==> config.mk <==
export PLATFORM = sky130hd
export DESIGN_NAME = addsub_pipe
export DESIGN_NICKNAME = d
export VERILOG_FILES = /design/src/rtl/addsub_pipe.sv
export SDC_FILE = /design/constraint.sdc
export NUM_CORES = 1
export LEC_CHECK = 0
export CORE_ASPECT_RATIO = 0.7
export CORE_MARGIN = 2
export CORE_UTILIZATION = 50
export CTS_BUF_LIST = sky130_fd_sc_hd__clkbuf_4 sky130_fd_sc_hd__clkbuf_8
export DETAILED_ROUTE_END_ITERATION = 12
export GPL_TIMING_DRIVEN = 0
export PLACE_DENSITY = 0.82
export SYNTH_ARGS = -nofsm -noshare
export SYNTH_HDL_FRONTEND = slang
export SYNTH_SLANG_ARGS = --single-unit
==> constraint.sdc <==
create_clock -name clk -period 6.91 [get_ports clk]
set_clock_uncertainty 0.1 [all_clocks]
set_input_delay 1.382 -clock clk [delete_from_list [all_inputs] [get_ports clk]]
set_output_delay 1.382 -clock clk [all_outputs]
set_load 0.005 [all_outputs]
==> src/rtl/addsub_pipe.sv <==
// Pipelined adder/subtractor: the WIDTH-bit carry chain is cut into STAGES slices, one slice per clock.
// Optional saturation is enabled by defining ADDSUB_PIPE_SAT_EN, which adds the `sat` input port.
module addsub_pipe #(
  parameter int WIDTH  = 32,
  parameter int STAGES = 2
) (
  input  logic             clk,
  input  logic             rst_n,
  input  logic             in_valid,
  output logic             in_ready,
  input  logic [WIDTH-1:0] ina,
  input  logic [WIDTH-1:0] inb,
  input  logic             sub,
`ifdef ADDSUB_PIPE_SAT_EN
  input  logic             sat,
`endif
  output logic             out_valid,
  input  logic             out_ready,
  output logic [WIDTH-1:0] out,
  output logic             carry,
  output logic             overflow,
  output logic             zero,
  output logic             negative
);

  localparam int W   = WIDTH / STAGES;
  localparam int MSB = WIDTH - 1;
  // STAGES=1 keeps a single unused intermediate slot so the array never has zero size.
  localparam int NI  = (STAGES > 1) ? STAGES - 1 : 1;

  // Operands ride along in full width; each stage consumes its own slice of a/b and fills its slice of s.
  typedef struct packed {
    logic [WIDTH-1:0] a;
    logic [WIDTH-1:0] b;
    logic [WIDTH-1:0] s;
    logic             c;
`ifdef ADDSUB_PIPE_SAT_EN
    logic             sat;
`endif
  } stage_t;

  logic [STAGES-1:0] v_q, v_d;
  stage_t            st_q [NI];
  stage_t            src  [STAGES];
  stage_t            st_d [STAGES];
  logic              advance;

  logic [WIDTH-1:0]  res_d;
  logic              ovf_d;
  logic [WIDTH-1:0]  out_q;
  logic              carry_q, overflow_q, zero_q, negative_q;

  assign advance   = !v_q[STAGES-1] || out_ready;
  assign in_ready  = advance;
  assign out_valid = v_q[STAGES-1];
  assign out       = out_q;
  assign carry     = carry_q;
  assign overflow  = overflow_q;
  assign zero      = zero_q;
  assign negative  = negative_q;

  // Slice adders: stage k adds bits [k*W +: W] with the carry registered by stage k-1.
  always_comb begin
    logic [W:0] slice;
    // NOTE: every combinational output gets a default first so no path can infer a latch.
    slice    = '0;
    v_d      = '0;
    v_d[0]   = in_valid;
    src[0]   = '0;
    src[0].a = ina;
    src[0].b = sub ? ~inb : inb;
    src[0].c = sub;
`ifdef ADDSUB_PIPE_SAT_EN
    src[0].sat = sat;
`endif
    for (int k = 1; k < STAGES; k++) begin
      src[k] = st_q[k-1];
      v_d[k] = v_q[k-1];
    end
    for (int k = 0; k < STAGES; k++) begin
      slice   = {1'b0, src[k].a[k*W +: W]} + {1'b0, src[k].b[k*W +: W]} + {{W{1'b0}}, src[k].c};
      st_d[k] = src[k];
      st_d[k].s[k*W +: W] = slice[W-1:0];
      st_d[k].c = slice[W];
    end
  end

  // Result and flags of the operation leaving the last slice; overflow/carry always describe the raw sum.
  always_comb begin
    ovf_d = (st_d[STAGES-1].a[MSB] == st_d[STAGES-1].b[MSB]) &&
            (st_d[STAGES-1].s[MSB] != st_d[STAGES-1].a[MSB]);
    res_d = st_d[STAGES-1].s;
`ifdef ADDSUB_PIPE_SAT_EN
    if (st_d[STAGES-1].sat && ovf_d)
      res_d = st_d[STAGES-1].a[MSB] ? {1'b1, {MSB{1'b0}}} : {1'b0, {MSB{1'b1}}};
`endif
  end

  always_ff @(posedge clk) begin
    if (!rst_n) begin
      v_q        <= '0;
      out_q      <= '0;
      carry_q    <= 1'b0;
      overflow_q <= 1'b0;
      zero_q     <= 1'b0;
      negative_q <= 1'b0;
    end else if (advance) begin
      v_q <= v_d;
      if (v_d[STAGES-1]) begin
        out_q      <= res_d;
        carry_q    <= st_d[STAGES-1].c;
        overflow_q <= ovf_d;
        zero_q     <= (res_d == '0);
        negative_q <= res_d[MSB];
      end
    end
  end

  // NOTE: intermediate data registers are deliberately not reset; the valid bits alone qualify them.
  always_ff @(posedge clk) begin
    if (advance) begin
      for (int k = 0; k < STAGES - 1; k++) st_q[k] <= st_d[k];
    end
  end

endmodule

==> metrics <==
unrepaired setup endpoints after global routing=no; GRT Util Overall=0.222; simple-gate share of the synthesized area=0.144; Syn. warnings=0; layout cells sized above 1=0.0614; H-tree depth=3; Hold-fix buffers, CTS=0; Final min period=about 4900 ps; Clock Tree Buf Depth=2; Synth Area in Compound Gates=0.156; sequential standard cell area=roughly 2200 um2; setup slack, reg-to-reg=around 3600 ps; TritonCTS Buffers=9; Synth Area in Adders=0.0933; ant diodes=0; number of distinct library cells after synthesis=between 60 and 70; Clock Tree Root=clkbuf_8; # DRC=0; Arr. time, crit path=between 4000 and 5000 ps; Worst Hold Depth=2; Post-synth EDFFs=around 50; Die Y=84.8 um; Post-Layout Cell Count=~700; status=finished, final reports clean; LEAKAGE=2.35 nW; largest net degree at the start of global routing=34; WL final=between 10 and 15 mm; multiplexer share of the synthesized area=0.00456; I/O pin count=about 110; fin crit share=0.703; global-route wire length before repair=approximately 18 mm; ys flop type=edfxtp_1; CTS Sinks=86; pwr dens=233 nW/um2; port bufs=around 110; post-CTS setup buffers=0; Hold Path Class=reg2reg; count leader, synth=nand2_1; min-delay src=out[13]; Setup TNS Final=0 ps; Site Rows=29; top cells by area, synth=edfxtp_1, dfxtp_1, ha_1; routability cong.=~0.88; Post-Synthesis Cells=448; die area=~10000 um2; Fmax=just over 200 MHz; Max VDD drop=0.000108 V; Final setup viols=0; Slew HR=0.423; DP Cell Count=678; R2R cell count=10; Post-Syn Nets=between 500 and 600; Die Wd=119 um; worst skew pair latency=roughly 360 ps; Via density=between 5 and 6; FF-to-FF Start=st_q[0][0]; Synth top cells by count=nand2_1, edfxtp_1, xor2_1; Worst Tran Pin Value=865 ps; Synth area leader=edfxtp_1; post-synthesis sequential area ratio=0.474; nets=~670; Area growth, synth to finish=30.6%; drt first pass iters=6; synthesized flop and latch total=86; Crit Path Class=in2reg; CTS resizes=0; Setup crit start=sub; ys async rst share=0; Core ar.=between 9000 and 10000 um2; critical path launch point type=input port; Max Slew Vio Count=0; main combinational cell family by area after synthesis=compound AO/OA/AOI/OAI gates; initial drt markers=approximately 250; Cell Area, Synth=~4700 um2; Routed Antenna Nets=0; Critical Path RT=6920 ps; CP Capture Type=flop; CTS clock-pin slew for the worst setup and hold paths=approximately 90 ps; TritonCTS clock tree=built; multi-input logic area=~2300 um2; hpwl dp=roughly 8.6 mm; max-cap viol count=0; initial antenna violation count=0; CP max FO=10; reg2reg end=zero; Layout fillers=slightly below 700; Starting Density=0.514; top-area cell type share of the netlist area=0.315; vias in the first global route=~3700; Hold Vio Cnt, Final=0; XOR/XNOR Fraction of Synth Area=0.103; Vias=3769; worst hold path endpoint=out[13]; syn_area_per_cell=~10 um2; DR WL/cell=15.8 um; grt total ovfl=0
## cell type report
class | instances | area share
multi-input combinational | 336 | 0.384
sequential | 86 | 0.363
timing repair buffer | 106 | 0.177
tap | 124 | 0.0255
clock buffer | 10 | 0.0216
buffer | 19 | 0.0144
clock inverter | 6 | 0.0103
inverter | 7 | 0.00431
## power by group
group | leakage [nW] | total [mW] | internal (mW) | switching (mW)
registers | 0.815 | 0.658 | 0.620 | 0.0376
logic | 1.43 | 0.417 | 0.205 | 0.213
clock network | 0.100 | 0.345 | 0.171 | 0.175
total | 2.35 | 1.42 | 0.996 | 0.425
## registers in the layout, summed over array words and instances, names as in the netlist
register  flops
carry         1
st_q         49
zero          1
v_q           2
overflow      1
out          32
## layout by cell type (no fill, tap or decap), drive strengths merged, types with 9 or more instances in the layout
master	synthesis	routed
o21ai	24	24
and2	10	10
xnor2	16	16
clkdlybuf4s50	0	105
dfxtp	37	37
clkbuf	14	24
nor3	9	9
edfxtp	49	49
nand2	66	66
a21oi	21	21
xor2	39	39
nor2	19	19
a21boi	25	25
ha	30	30
## worst max-delay path: stages
cell and delay [ps]:
clkbuf_1 180, clkbuf_1 650, xor2_1 230, fa_1 470, a21o_1 170, a21oi_1 230, o21bai_1 130, o311ai_0 300
nand3_1 150, o41ai_1 610, o21a_1 260, o21ai_0 100
## layer usage
layer | share of wire | track usage
met5 | 0 | 0
met4 | 0.017 | 0.0845
met3 | 0.072 | 0.0464
met2 | 0.45 | 0.353
met1 | 0.46 | 0.302
## how the worst max path moves through the flow
stage | depth (start not counted) | slack [ps] | to
floorplan | 12 | 2430 | st_q[0][0]
global placement | 4 | 660 | in_ready
detailed placement | 12 | 1680 | st_q[0][0]
CTS | 12 | 2050 | st_q[0][0]
global route | 12 | 1730 | st_q[0][0]
finish | 12 | 2050 | st_q[0][0]
## kinds of logic after synthesis
group                      after synthesis
muxes                                    2
and+or+nand+nor                        140
AOI/OAI and AO/OA                      106
DFF                                     86
buffers and inverters                   26
adders and majority gates               33
xor gates and xnor gates                55
## per-stage QoR
stage / instance area, um2 / hold WS [ps] / worst slack [ps] / power (mW) / util
after floorplan: 4670 / 360 / 2430 / 0.914 / -
after global placement: 5870 / 350 / 663 / 1.06 / 0.647
after detailed placement: 5900 / 360 / 1680 / 1.08 / 0.650
after CTS: 6090 / 371 / 2050 / 1.42 / 0.672
after global routing: 6090 / 401 / 1730 / 1.50 / 0.672
final: 6090 / 369 / 2050 / 1.42 / 0.672
No activity file was read; power rests on OpenSTA's default activity.
